--- src/rtl/cmd_pkg.sv ---
// Shared definitions for the command scheduler: opcodes, field slices and
// the output FSM state type.
package cmd_pkg;

   localparam int unsigned CMD_W = 8;

   // Command byte layout: [7:6] opcode, [5:0] destination ID.
   localparam int unsigned OP_MSB = 7;
   localparam int unsigned OP_LSB = 6;
   localparam int unsigned ID_MSB = 5;
   localparam int unsigned ID_LSB = 0;

   localparam logic [1:0] OP_STOP = 2'b00;
   localparam logic [1:0] OP_GO   = 2'b01;

   typedef enum logic [1:0] {
      IDLE    = 2'd0,
      PRESENT = 2'd1,
      GAP     = 2'd2
   } out_state_e;

   function automatic logic [1:0] get_op(input logic [CMD_W-1:0] c);
      return c[OP_MSB:OP_LSB];
   endfunction

endpackage

--- src/rtl/cmd_sched_if.sv ---
// Command scheduler bus: two UART-side sources in, one cmd_control-side
// handshake out, plus status. master = environment, slave = scheduler.
interface cmd_sched_if;
   import cmd_pkg::*;

   logic [CMD_W-1:0] rmt_cmd;
   logic             rmt_rdy;
   logic             clr_rmt_rdy;
   logic [CMD_W-1:0] lcl_cmd;
   logic             lcl_rdy;
   logic             clr_lcl_rdy;
   logic [CMD_W-1:0] cmd;
   logic             cmd_rdy;
   logic             clr_cmd_rdy;
   logic             drop;
   logic             full;

   modport master (
      output rmt_cmd, rmt_rdy, lcl_cmd, lcl_rdy, clr_cmd_rdy,
      input  clr_rmt_rdy, clr_lcl_rdy, cmd, cmd_rdy, drop, full
   );

   modport slave (
      input  rmt_cmd, rmt_rdy, lcl_cmd, lcl_rdy, clr_cmd_rdy,
      output clr_rmt_rdy, clr_lcl_rdy, cmd, cmd_rdy, drop, full
   );

endinterface

--- src/rtl/cmd_fifo.sv ---
// DEPTH x CMD_W circular buffer. Flush wins over push and pop; push while
// full and pop while empty are ignored.
module cmd_fifo
   import cmd_pkg::*;
#(
   parameter int unsigned DEPTH = 4
) (
   input  logic             clk,
   input  logic             rst_n,
   input  logic             i_push,
   input  logic             i_pop,
   input  logic             i_flush,
   input  logic [CMD_W-1:0] i_wdata,
   output logic [CMD_W-1:0] o_rdata,
   output logic             o_full,
   output logic             o_empty
);

   localparam int unsigned PW = $clog2(DEPTH);
   localparam logic [PW:0] FULL_CNT = (PW+1)'(DEPTH);

   logic [PW-1:0]    r_wr_ptr;
   logic [PW-1:0]    r_rd_ptr;
   logic [PW:0]      r_count;
   logic [CMD_W-1:0] r_mem [DEPTH];

   logic w_push;
   logic w_pop;

   assign o_full  = (r_count == FULL_CNT);
   assign o_empty = (r_count == '0);
   assign w_push  = i_push && !o_full;
   assign w_pop   = i_pop && !o_empty;
   assign o_rdata = r_mem[r_rd_ptr];

   // Pointers wrap naturally because DEPTH is a power of two.
   always_ff @(posedge clk or negedge rst_n) begin
      if (!rst_n) begin
         r_wr_ptr <= '0;
         r_rd_ptr <= '0;
         r_count  <= '0;
      end else if (i_flush) begin
         r_wr_ptr <= '0;
         r_rd_ptr <= '0;
         r_count  <= '0;
      end else begin
         if (w_push) r_wr_ptr <= r_wr_ptr + 1'b1;
         if (w_pop)  r_rd_ptr <= r_rd_ptr + 1'b1;
         if (w_push && !w_pop)      r_count <= r_count + 1'b1;
         else if (!w_push && w_pop) r_count <= r_count - 1'b1;
      end
   end

   // Storage array; no reset needed since count gates every read.
   always_ff @(posedge clk) begin
      if (w_push && !i_flush) r_mem[r_wr_ptr] <= i_wdata;
   end

endmodule

--- src/rtl/cmd_sched.sv ---
// Round-robin command scheduler: accepts one of two sources per edge,
// queues GOs, lets STOP pre-empt and flush, discards invalid opcodes, and
// presents commands one at a time to cmd_control.
module cmd_sched
   import cmd_pkg::*;
#(
   parameter int unsigned DEPTH = 4
) (
   input  logic      clk,
   input  logic      rst_n,
   cmd_sched_if.slave bus
);

   out_state_e       r_state;
   out_state_e       w_state_nxt;
   logic [CMD_W-1:0] r_cmd;
   logic [CMD_W-1:0] w_cmd_nxt;
   logic             r_clr_rmt;
   logic             r_clr_lcl;
   logic             r_drop;
   logic             r_last_rmt;

   logic [1:0]       w_rmt_op;
   logic [1:0]       w_lcl_op;
   logic             w_rmt_elig;
   logic             w_lcl_elig;
   logic             w_grant_rmt;
   logic             w_grant_lcl;
   logic             w_acc;
   logic [CMD_W-1:0] w_acc_cmd;
   logic [1:0]       w_acc_op;
   logic             w_is_stop;
   logic             w_is_go;
   logic             w_is_bad;
   logic             w_pop;
   logic             w_full;
   logic             w_empty;
   logic [CMD_W-1:0] w_head;

   assign w_rmt_op = get_op(bus.rmt_cmd);
   assign w_lcl_op = get_op(bus.lcl_cmd);

   // A source whose clear pulse is in flight is still showing the old byte.
   assign w_rmt_elig = bus.rmt_rdy && !r_clr_rmt && (!w_full || (w_rmt_op != OP_GO));
   assign w_lcl_elig = bus.lcl_rdy && !r_clr_lcl && (!w_full || (w_lcl_op != OP_GO));

   // r_last_rmt=0 after reset, so remote wins the first tie.
   assign w_grant_rmt = w_rmt_elig && (!w_lcl_elig || !r_last_rmt);
   assign w_grant_lcl = w_lcl_elig && !w_grant_rmt;
   assign w_acc       = w_grant_rmt || w_grant_lcl;
   assign w_acc_cmd   = w_grant_rmt ? bus.rmt_cmd : bus.lcl_cmd;
   assign w_acc_op    = get_op(w_acc_cmd);

   assign w_is_stop = w_acc && (w_acc_op == OP_STOP);
   assign w_is_go   = w_acc && (w_acc_op == OP_GO);
   assign w_is_bad  = w_acc && w_acc_op[1];

   // A STOP this edge flushes the queue, so nothing is popped alongside it.
   assign w_pop = (r_state == IDLE) && !w_empty && !w_is_stop;

   cmd_fifo #(
      .DEPTH (DEPTH)
   ) u_fifo (
      .clk     (clk),
      .rst_n   (rst_n),
      .i_push  (w_is_go),
      .i_pop   (w_pop),
      .i_flush (w_is_stop),
      .i_wdata (w_acc_cmd),
      .o_rdata (w_head),
      .o_full  (w_full),
      .o_empty (w_empty)
   );

   // Output FSM next state and presented command; STOP overrides everything.
   always_comb begin
      w_state_nxt = r_state;
      w_cmd_nxt   = r_cmd;
      if (w_is_stop) begin
         w_state_nxt = PRESENT;
         w_cmd_nxt   = w_acc_cmd;
      end else begin
         unique case (r_state)
            IDLE: begin
               if (w_pop) begin
                  w_state_nxt = PRESENT;
                  w_cmd_nxt   = w_head;
               end
            end
            PRESENT: if (bus.clr_cmd_rdy) w_state_nxt = GAP;
            GAP:     w_state_nxt = IDLE;
            default: w_state_nxt = IDLE;
         endcase
      end
   end

   // Output FSM state and command register.
   always_ff @(posedge clk or negedge rst_n) begin
      if (!rst_n) begin
         r_state <= IDLE;
         r_cmd   <= '0;
      end else begin
         r_state <= w_state_nxt;
         r_cmd   <= w_cmd_nxt;
      end
   end

   // Acceptance pulses and the round-robin pointer.
   always_ff @(posedge clk or negedge rst_n) begin
      if (!rst_n) begin
         r_clr_rmt  <= 1'b0;
         r_clr_lcl  <= 1'b0;
         r_drop     <= 1'b0;
         r_last_rmt <= 1'b0;
      end else begin
         r_clr_rmt <= w_grant_rmt;
         r_clr_lcl <= w_grant_lcl;
         r_drop    <= w_is_bad;
         if (w_grant_rmt)      r_last_rmt <= 1'b1;
         else if (w_grant_lcl) r_last_rmt <= 1'b0;
      end
   end

   assign bus.cmd         = r_cmd;
   assign bus.cmd_rdy     = (r_state == PRESENT);
   assign bus.clr_rmt_rdy = r_clr_rmt;
   assign bus.clr_lcl_rdy = r_clr_lcl;
   assign bus.drop        = r_drop;
   assign bus.full        = w_full;

endmodule

--- src/flat_wrapper.sv ---
// flat-port wrapper written by rule: the top's interface ports become plain ports
module cmd_sched_flat import cmd_pkg::*;
#(
   parameter int unsigned DEPTH = 4
)
  (clk, rst_n, bus_rmt_cmd, bus_rmt_rdy, bus_lcl_cmd, bus_lcl_rdy, bus_clr_cmd_rdy, bus_clr_rmt_rdy, bus_clr_lcl_rdy, bus_cmd, bus_cmd_rdy, bus_drop, bus_full);
  cmd_sched_if bus_i ();
  input  logic clk;
  input  logic rst_n;
  input wire logic [$bits(bus_i.rmt_cmd)-1:0] bus_rmt_cmd;
  input wire logic [$bits(bus_i.rmt_rdy)-1:0] bus_rmt_rdy;
  input wire logic [$bits(bus_i.lcl_cmd)-1:0] bus_lcl_cmd;
  input wire logic [$bits(bus_i.lcl_rdy)-1:0] bus_lcl_rdy;
  input wire logic [$bits(bus_i.clr_cmd_rdy)-1:0] bus_clr_cmd_rdy;
  output wire logic [$bits(bus_i.clr_rmt_rdy)-1:0] bus_clr_rmt_rdy;
  output wire logic [$bits(bus_i.clr_lcl_rdy)-1:0] bus_clr_lcl_rdy;
  output wire logic [$bits(bus_i.cmd)-1:0] bus_cmd;
  output wire logic [$bits(bus_i.cmd_rdy)-1:0] bus_cmd_rdy;
  output wire logic [$bits(bus_i.drop)-1:0] bus_drop;
  output wire logic [$bits(bus_i.full)-1:0] bus_full;
  assign bus_i.rmt_cmd = bus_rmt_cmd;
  assign bus_i.rmt_rdy = bus_rmt_rdy;
  assign bus_i.lcl_cmd = bus_lcl_cmd;
  assign bus_i.lcl_rdy = bus_lcl_rdy;
  assign bus_i.clr_cmd_rdy = bus_clr_cmd_rdy;
  assign bus_clr_rmt_rdy = bus_i.clr_rmt_rdy;
  assign bus_clr_lcl_rdy = bus_i.clr_lcl_rdy;
  assign bus_cmd = bus_i.cmd;
  assign bus_cmd_rdy = bus_i.cmd_rdy;
  assign bus_drop = bus_i.drop;
  assign bus_full = bus_i.full;
  cmd_sched #(.DEPTH(DEPTH)) u_core (.clk(clk), .rst_n(rst_n), .bus(bus_i));
endmodule
--- config.mk ---
export PLATFORM = sky130hd
export DESIGN_NAME = cmd_sched_flat
export DESIGN_NICKNAME = d
export VERILOG_FILES = /design/src/rtl/cmd_pkg.sv /design/src/rtl/cmd_sched_if.sv /design/src/rtl/cmd_fifo.sv /design/src/rtl/cmd_sched.sv /design/src/flat_wrapper.sv
export SDC_FILE = /design/constraint.sdc
export NUM_CORES = 1
export LEC_CHECK = 0
export ABC_AREA = 0
export BUFFER_PORTS_ARGS = -buffer_cell sky130_fd_sc_hd__buf_4
export CORE_MARGIN = 2
export CORE_UTILIZATION = 50
export DETAILED_ROUTE_END_ITERATION = 8
export PLACE_DENSITY = 0.78
export SETUP_SLACK_MARGIN = 0.5
export SLEW_MARGIN = 20
export SYNTH_ARGS = -nofsm -noshare
export SYNTH_HDL_FRONTEND = slang
export SYNTH_SLANG_ARGS = --single-unit
--- constraint.sdc ---
create_clock -name clk -period 3.1 [get_ports clk]
set_clock_uncertainty 0.2 [all_clocks]
set_input_delay 0.155 -clock clk [delete_from_list [all_inputs] [get_ports clk]]
set_output_delay 0.155 -clock clk [all_outputs]
set_load 0.01 [all_outputs]
# --- Word level (Yosys, flattened, before mapping) ---
# Memory sizes are Yosys's and may differ from the RTL's.
# Cells that the tools add are included.
classes:
  addsub: 4
  reduce_logical: 41
  n_eq_ne: 7
  n_mux: 19
op_table:
  columns: ["operator", "n"]
  rows:
  - ["$mux W8", 4]
  - ["$logic_and A1 B1 Y1", 16]
  - ["$mux W2", 7]
  - ["$logic_not A1 Y1", 10]
  - ["$reduce_bool A2 Y1", 5]
  - ["$mux W3", 3]
  - ["$ne A3 B2 Y1 const B", 2]
  - ["$add A2 B1 Y2 const B", 2]
  - ["$eq A2 B1 Y1 const B", 2]
  - ["$logic_not A2 Y1", 2]
  - ["$logic_or A1 B1 Y1", 4]
  - ["$mux W1", 4]
  - ["$ne A2 B1 Y1 const B", 2]
  - ["$pmux W2 S2", 1]
  - ["$reduce_and A2 Y1", 2]
  - ["$add A3 B1 Y3 const B", 1]
  - ["$eq A3 B3 Y1 const B", 1]
  - ["$logic_not A3 Y1", 1]
  - ["$reduce_bool A3 Y1", 1]
  - ["$sub A3 B1 Y3 const B", 1]
totals:
  memories: 1
  ramBits: 32
  elab_cells: 81
  out_inout_bits: 13
  reg_bits: 21
  in_bits: 21
memory_table:
  columns: ["name", "words", "word_bits", "read_ports", "rd_ports_with_merged_regs", "write_ports", "line", "rtl"]
  rows:
  - ["u_core.u_fifo.r_mem", 4, 8, 1, 0, 1, "cmd_fifo.sv:25", "logic [CMD_W-1:0] r_mem [DEPTH];"]

# --- Logic depth before layout (Yosys ltp) ---
depth:
  depth_word: 18
  mapped_depth: 12
  ltp_nobuf: 10

# --- Hierarchy ---
# Synthesis repeated with hierarchy kept, for this count alone.
hier_totals:
  cells_unflattened: 203
  area_unflattened_um2: 2580.0
modules_own_cells:
  columns: ["module", "instances", "area_each_um2", "cells_per_inst", "seq_area_each_um2"]
  rows:
  - ["cmd_fifo", 1, 1756.7, 105, 1136.1]
  - ["cmd_sched", 1, 823.3, 98, 350.3]

# --- Worst setup path after synthesis ---
# Ideal clock, no wire load.
synth_timing:
  path_type: "flip-flop to flip-flop"
  from: "register u_core.u_fifo.r_count[1]"
  to: "register u_core.u_fifo.r_count[1]"
  synth_period_minus_slack_ps: 3155
  path_stages_with_launch: 11
  t_required_ps: 2834
  path_buffers: 2
  arrival_time_ps: 2889
  path_slack_ps: -55
  path_cell_list: "dfrtp_1 -> or3b_1 -> buf_2 -> o311a_4 -> o22a_4 -> buf_2 -> nor2_1 -> and3_1 -> fa_1 -> a2111oi_2 -> a22o_1"
synth_via:
  elab_chain_cells: 18
synth_lines:
  columns: ["item", "line", "rtl"]
  rows:
  - ["start, declared", "cmd_fifo.sv:24", "logic [PW:0] r_count;"]
  - ["start signal, assigned", "cmd_fifo.sv:49", "if (w_push && !w_pop) r_count <= r_count + 1'b1;"]
  - ["start signal, assigned", "cmd_fifo.sv:50", "else if (!w_push && w_pop) r_count <= r_count - 1'b1;"]
  - ["$eq A3 B3 Y1", "cmd_fifo.sv:30", "assign o_full = (r_count == FULL_CNT);"]
  - ["$logic_not A1 Y1", "cmd_fifo.sv:32, cmd_sched.sv:44, cmd_sched.sv:45", null]
  - ["$logic_or A1 B1 Y1", "cmd_sched.sv:45", "assign w_lcl_elig = bus.lcl_rdy && !r_clr_lcl && (!w_full || (w_lcl_op != OP_GO));"]
  - ["$logic_and A1 B1 Y1", "cmd_sched.sv:45", null]
  - ["$logic_not A1 Y1", "cmd_sched.sv:48", "assign w_grant_rmt = w_rmt_elig && (!w_lcl_elig || !r_last_rmt);"]
  - ["$logic_or A1 B1 Y1", "cmd_sched.sv:48", null]
  - ["$logic_and A1 B1 Y1", "cmd_sched.sv:48", null]
  - ["$logic_not A1 Y1", "cmd_sched.sv:49", "assign w_grant_lcl = w_lcl_elig && !w_grant_rmt;"]
  - ["[... 2 more ...]", null, null]
  - ["$logic_and A1 B1 Y1", "cmd_sched.sv:54", "assign w_is_stop = w_acc && (w_acc_op == OP_STOP);"]
  - ["$logic_not A1 Y1", "cmd_sched.sv:59", "assign w_pop = (r_state == IDLE) && !w_empty && !w_is_stop;"]
  - ["$logic_and A1 B1 Y1", "cmd_sched.sv:59", null]
  - ["$logic_and A1 B1 Y1", "cmd_fifo.sv:33", "assign w_pop = i_pop && !o_empty;"]
  - ["$logic_not A1 Y1", "cmd_fifo.sv:49", null]
  - ["$logic_and A1 B1 Y1", "cmd_fifo.sv:49", null]
  - ["$mux W3", "cmd_fifo.sv:49", null]
  - ["$mux W3", "cmd_fifo.sv:42", "end else if (i_flush) begin"]
# Several ways; a longest one is shown, not always the timed one. The select of a mux whose other input is x is not followed.
# A chain may end at the register's enable or synchronous reset.

# --- Worst setup path after layout ---
layout_timing:
  from: "register u_core.u_fifo.r_count[0]"
  to: "register u_core.u_fifo.r_count[1]"
layout_rtl:
  columns: ["item", "line", "rtl"]
  rows:
  - ["$eq A3 B3 Y1 *", "cmd_fifo.sv:30", null]
  - ["$logic_not A1 Y1 *", "cmd_sched.sv:44, cmd_sched.sv:45", null]
  - ["$logic_or A1 B1 Y1", "cmd_sched.sv:45", null]
  - ["$logic_and A1 B1 Y1", "cmd_sched.sv:45", null]
  - ["$logic_not A1 Y1", "cmd_sched.sv:48", null]
  - ["$logic_or A1 B1 Y1", "cmd_sched.sv:48", null]
  - ["$logic_and A1 B1 Y1 *", "cmd_sched.sv:48", null]
  - ["$mux W8 *", "cmd_sched.sv:51", "assign w_acc_cmd = w_grant_rmt ? bus.rmt_cmd : bus.lcl_cmd;"]
  - ["net u_core.u_fifo.i_wdata[6]", "cmd_fifo.sv:13", "input logic [CMD_W-1:0] i_wdata,"]
  - ["[... 1 more ...]", null, null]
  - ["$logic_and A1 B1 Y1", "cmd_sched.sv:54", null]
  - ["$logic_not A1 Y1", "cmd_sched.sv:59", null]
  - ["$logic_and A1 B1 Y1", "cmd_sched.sv:59", null]
  - ["$logic_and A1 B1 Y1", "cmd_fifo.sv:33", null]
  - ["$logic_not A1 Y1", "cmd_fifo.sv:49", null]
  - ["$logic_and A1 B1 Y1", "cmd_fifo.sv:49", null]
  - ["$mux W3", "cmd_fifo.sv:49", null]
  - ["$mux W3", "cmd_fifo.sv:42", null]
# The timed path passes the listed nets; every way through them passes the cells marked *. The select of a mux whose other input is x is not followed.

==> impl_metrics.csv <==
group,metric,value,unit
sta,final_min_period_over_clock_period,93.1,%
sta,final.setup.tns,0,ps
grt,global_route.usage.total,20.1,%
synthesis,synth-async-reset-ratio,39.6,%
clock_tree,cts.clk_slew.worst_paths,100,ps
floorplan,width_of_the_chip,75.2,um
route,via_count,1702,
route,drc,0,
finish,layout-area-overhead-vs-synth,25.2,%
floorplan,core,0.00482,mm2
grt,globalRoute.totalOverflow,0,
synthesis,synth_common_cells,"32 x sky130_fd_sc_hd__edfxtp_1, 29 x sky130_fd_sc_hd__nand2_1, 21 x sky130_fd_sc_hd__dfrtp_1",
synthesis,post_synth_main_area_contributors,"sky130_fd_sc_hd__edfxtp_1 38%, sky130_fd_sc_hd__dfrtp_1 21%, sky130_fd_sc_hd__mux4_2 7.1%",
sta,slew_violations,0,
synthesis,synth_seq_cells,53,
power_and_ir_drop,static-leakage-power,1.30,nW
clock_tree,tritoncts.num_buffers,5,
worst_hold_path,worstHoldPathCells,3,
setup_path,critical_path.max_fanout,6,
setup_path,crit_path_end_kind,"flip-flop",
route,drt_pass1_iterations,4,
power_and_ir_drop,power_density,870,mW/mm2
synthesis,synthMostInstantiatedCell,"sky130_fd_sc_hd__edfxtp_1",
placement,globalplace.congestion,0.886,
synthesis,synth.net_count,212,
floorplan,total_i_o_pin_count,34,
synthesis,cell_area_after_synthesis,0.00253,mm2
setup_path,critPathLaunchType,"flip-flop",
sta,final_critical_path_setup_slack,215,ps
sta,finalHoldViolCount,0,
finish,drive_above_1_share,40.7,%
worst_hold_path,hold_crit_class,"input port to flip-flop",
floorplan,chipHeight,75.2,um
clock_tree,tritoncts_num_sinks,53,
sta,timing_worst_slew_pin_value,600,ps
route,ant_nets,0,
placement,placement.io_buffers,33,
job,maxCapViolCount,0,
grt,grt_antenna_before_repair,0,
clock_tree,cts_root_buffer,"sky130_fd_sc_hd__clkbuf_8",
grt,grt_pass1_wl,8.36,mm
placement,post-dp-hpwl,3.46,mm
clock_tree,max-clock-path-buffers,2,
synthesis,yosys.area.top_type_share,37.9,%
grt,grt_pass1_vias,1757,
synthesis,synth_top_cell_by_area,"sky130_fd_sc_hd__edfxtp_1",
grt,grt_max_degree,22,
route,detail_route.vias_per_cell,5.53,
clock_tree,tritoncts,"done",
synthesis,ys_types,49,
sta,timing.fmax,0.347,GHz
setup_path,critPathKind,"flip-flop to flip-flop",
synthesis,postSynth.topFlopCell,"sky130_fd_sc_hd__edfxtp_1",
route,routedWlPerCell,16.9,um
run_status,run_status,"finished clean",
floorplan,placement_rows,25,
clock_tree,worst_skew_pair.late_latency,300,ps
sta,relSlewSlack,60.0,%
setup_path,arrival_time_of_the_worst_setup_path,2930,ps
synthesis,yosys_warnings,0,
synthesis,seq_area_frac_synth,58.7,%
setup_path,worst_r2r_path_depth,9,
route,detail_route.wirelength,5.22,mm
synthesis,syn-mean-instance-area,13.6,um2
route,detailedRoute.firstIterationViolations,126,
clock_tree,htree_levels,2,
synthesis,synth_edf_count,32,
synthesis,syn-instance-count,186,
power_and_ir_drop,max-vdd-ir-drop,0.410,mV
floorplan,die_outline_area,0.00565,mm2
finish,num_antenna_cells,0,
placement,place_ws,132,ps
setup_path,cp_data_required_time,3150,ps
sta,grt_setup_unrepaired,"true",
sta,period_needed,2880,ps
finish,finish.net_count,266,
floorplan,initial_cell_density_of_the_core,52.6,%
sta,finalSetupViolations,0,
[report_power, final]
group | internal [mW] | leakage [nW] | total, mW | switching, mW
clock | 0.161 | 0.0456 | 0.378 | 0.217
combinational | 0.689 | 0.709 | 1.32 | 0.635
sequential | 0.921 | 0.550 | 1.06 | 0.137
[stage by stage]
| stage | instance area (um2) | util, % | hold WS, ps | power, mW | std cells |
|---|---|---|---|---|---|
| 2_1_floorplan | 2550 | - | -341 | 1.85 | 186 |
| 3_3_place_gp | 2900 | 60.1 | -137 | 2.18 | 286 |
| 3_5_place_dp | 2900 | 60.1 | -139 | 2.22 | 286 |
| 4_1_cts | 3130 | 64.9 | 8.12 | 2.72 | 306 |
| 5_1_grt | 3170 | 65.9 | 29.4 | 2.94 | 308 |
| 6_report | 3170 | 65.9 | 28.4 | 2.76 | 308 |
[cell usage in the layout, fill, tap and decap left out, types with 2 or more instances in the layout]
cell type / count
sky130_fd_sc_hd__o21ai_0: 4
sky130_fd_sc_hd__and3_2: 4
sky130_fd_sc_hd__nand3_1: 2
sky130_fd_sc_hd__nand2_1: 28
sky130_fd_sc_hd__mux2_4: 6
sky130_fd_sc_hd__dlygate4sd3_1: 2
sky130_fd_sc_hd__edfxtp_1: 32
sky130_fd_sc_hd__nand2b_1: 2
sky130_fd_sc_hd__clkbuf_8: 5
sky130_fd_sc_hd__a21oi_1: 4
sky130_fd_sc_hd__nor3_1: 3
sky130_fd_sc_hd__dfrtp_1: 21
sky130_fd_sc_hd__nor2_1: 7
sky130_fd_sc_hd__inv_1: 9
sky130_fd_sc_hd__buf_4: 49
sky130_fd_sc_hd__a22o_1: 2
sky130_fd_sc_hd__nor2b_1: 2
sky130_fd_sc_hd__mux4_2: 8
sky130_fd_sc_hd__ha_1: 4
sky130_fd_sc_hd__buf_6: 3
sky130_fd_sc_hd__mux2_2: 6
sky130_fd_sc_hd__a21boi_0: 2
[path summary, 6_finish.rpt]
| path | to | startpoint | slack (ps) |
|---|---|---|---|
| max | u_core.u_fifo.r_count[1]$_DFFE_PN0P_ | u_core.u_fifo.r_count[0]$_DFFE_PN0P_ | 220 |
| min | u_core.bus.clr_lcl_rdy$_DFF_PN0_ | bus_lcl_cmd[7] | 30 |
| max reg2reg | u_core.u_fifo.r_count[1]$_DFFE_PN0P_ | u_core.u_fifo.r_count[0]$_DFFE_PN0P_ | 220 |
| min reg2reg | u_core.bus.cmd[6]$_DFFE_PN0P_ | u_core.bus.cmd[6]$_DFFE_PN0P_ | 320 |
| max in group asynchronous | u_core.u_fifo.r_wr_ptr[1]$_DFFE_PN0P_ | rst_n | 2370 |
| min in group asynchronous | u_core.u_fifo.r_count[0]$_DFFE_PN0P_ | rst_n | 100 |
[kinds of logic after synthesis]
kind of cell             synth area share (%)
AND/OR/NAND/NOR                          12.1
flip-flops                               58.7
AO/OA/AOI/OAI                            9.53
multiplexers                             13.3
buffers and inverters                    2.91
adder cells (fa/ha/maj)                  2.77
XOR/XNOR                                0.691
[flip-flops by register name, indices dropped and copies added (netlist names)]
register	count
u_core.bus.clr_lcl_rdy	1
u_core.bus.clr_rmt_rdy	1
u_core.bus.cmd	8
u_core.bus.drop	1
u_core.r_last_rmt	1
u_core.r_state	2
u_core.u_fifo.r_count	3
u_core.u_fifo.r_mem	32
u_core.u_fifo.r_rd_ptr	2
u_core.u_fifo.r_wr_ptr	2
[timing repair]
action | 4_1_cts | 5_1_grt
resized for setup | 14 | 6
pin swaps | 5 | 8
endpoints found under the hold margin | 23 | 0
setup endpoints to repair | 46 | 45
buffers inserted | 10 | 2
cloned | 0 | 0
hold buffers | 2 | 0
[layer usage]
metal / vias up / global-route usage, % / part of all wire, %
met4: 0 / 5.46 / 0.77
met1: 849 / 26.9 / 42
li1: 795 / - / -
met3: 4 / 4.15 / 5.2
met2: 54 / 33.9 / 52
met5: - / 0 / 0
[cell type report]
type                       count  area [um2]
tap                           67        83.8
timing repair buffer          55         437
fill                         369        1640
multi-input combinational    116        1050
sequential                    53        1490
clock buffer                   6        72.6
clock inverter                 2        13.8
inverter                       9        33.8
[worst max-delay path: stages, from the launching register on]
cell	delay, ps
sky130_fd_sc_hd__dfrtp_1	410
sky130_fd_sc_hd__or3b_4	390
sky130_fd_sc_hd__buf_4	170
sky130_fd_sc_hd__o311ai_4	250
sky130_fd_sc_hd__nand3_2	120
sky130_fd_sc_hd__nand2_2	100
sky130_fd_sc_hd__and3_4	190
sky130_fd_sc_hd__fa_2	470
sky130_fd_sc_hd__a2111oi_4	360
sky130_fd_sc_hd__a22o_1	160
(Power assumes the default switching activity.)
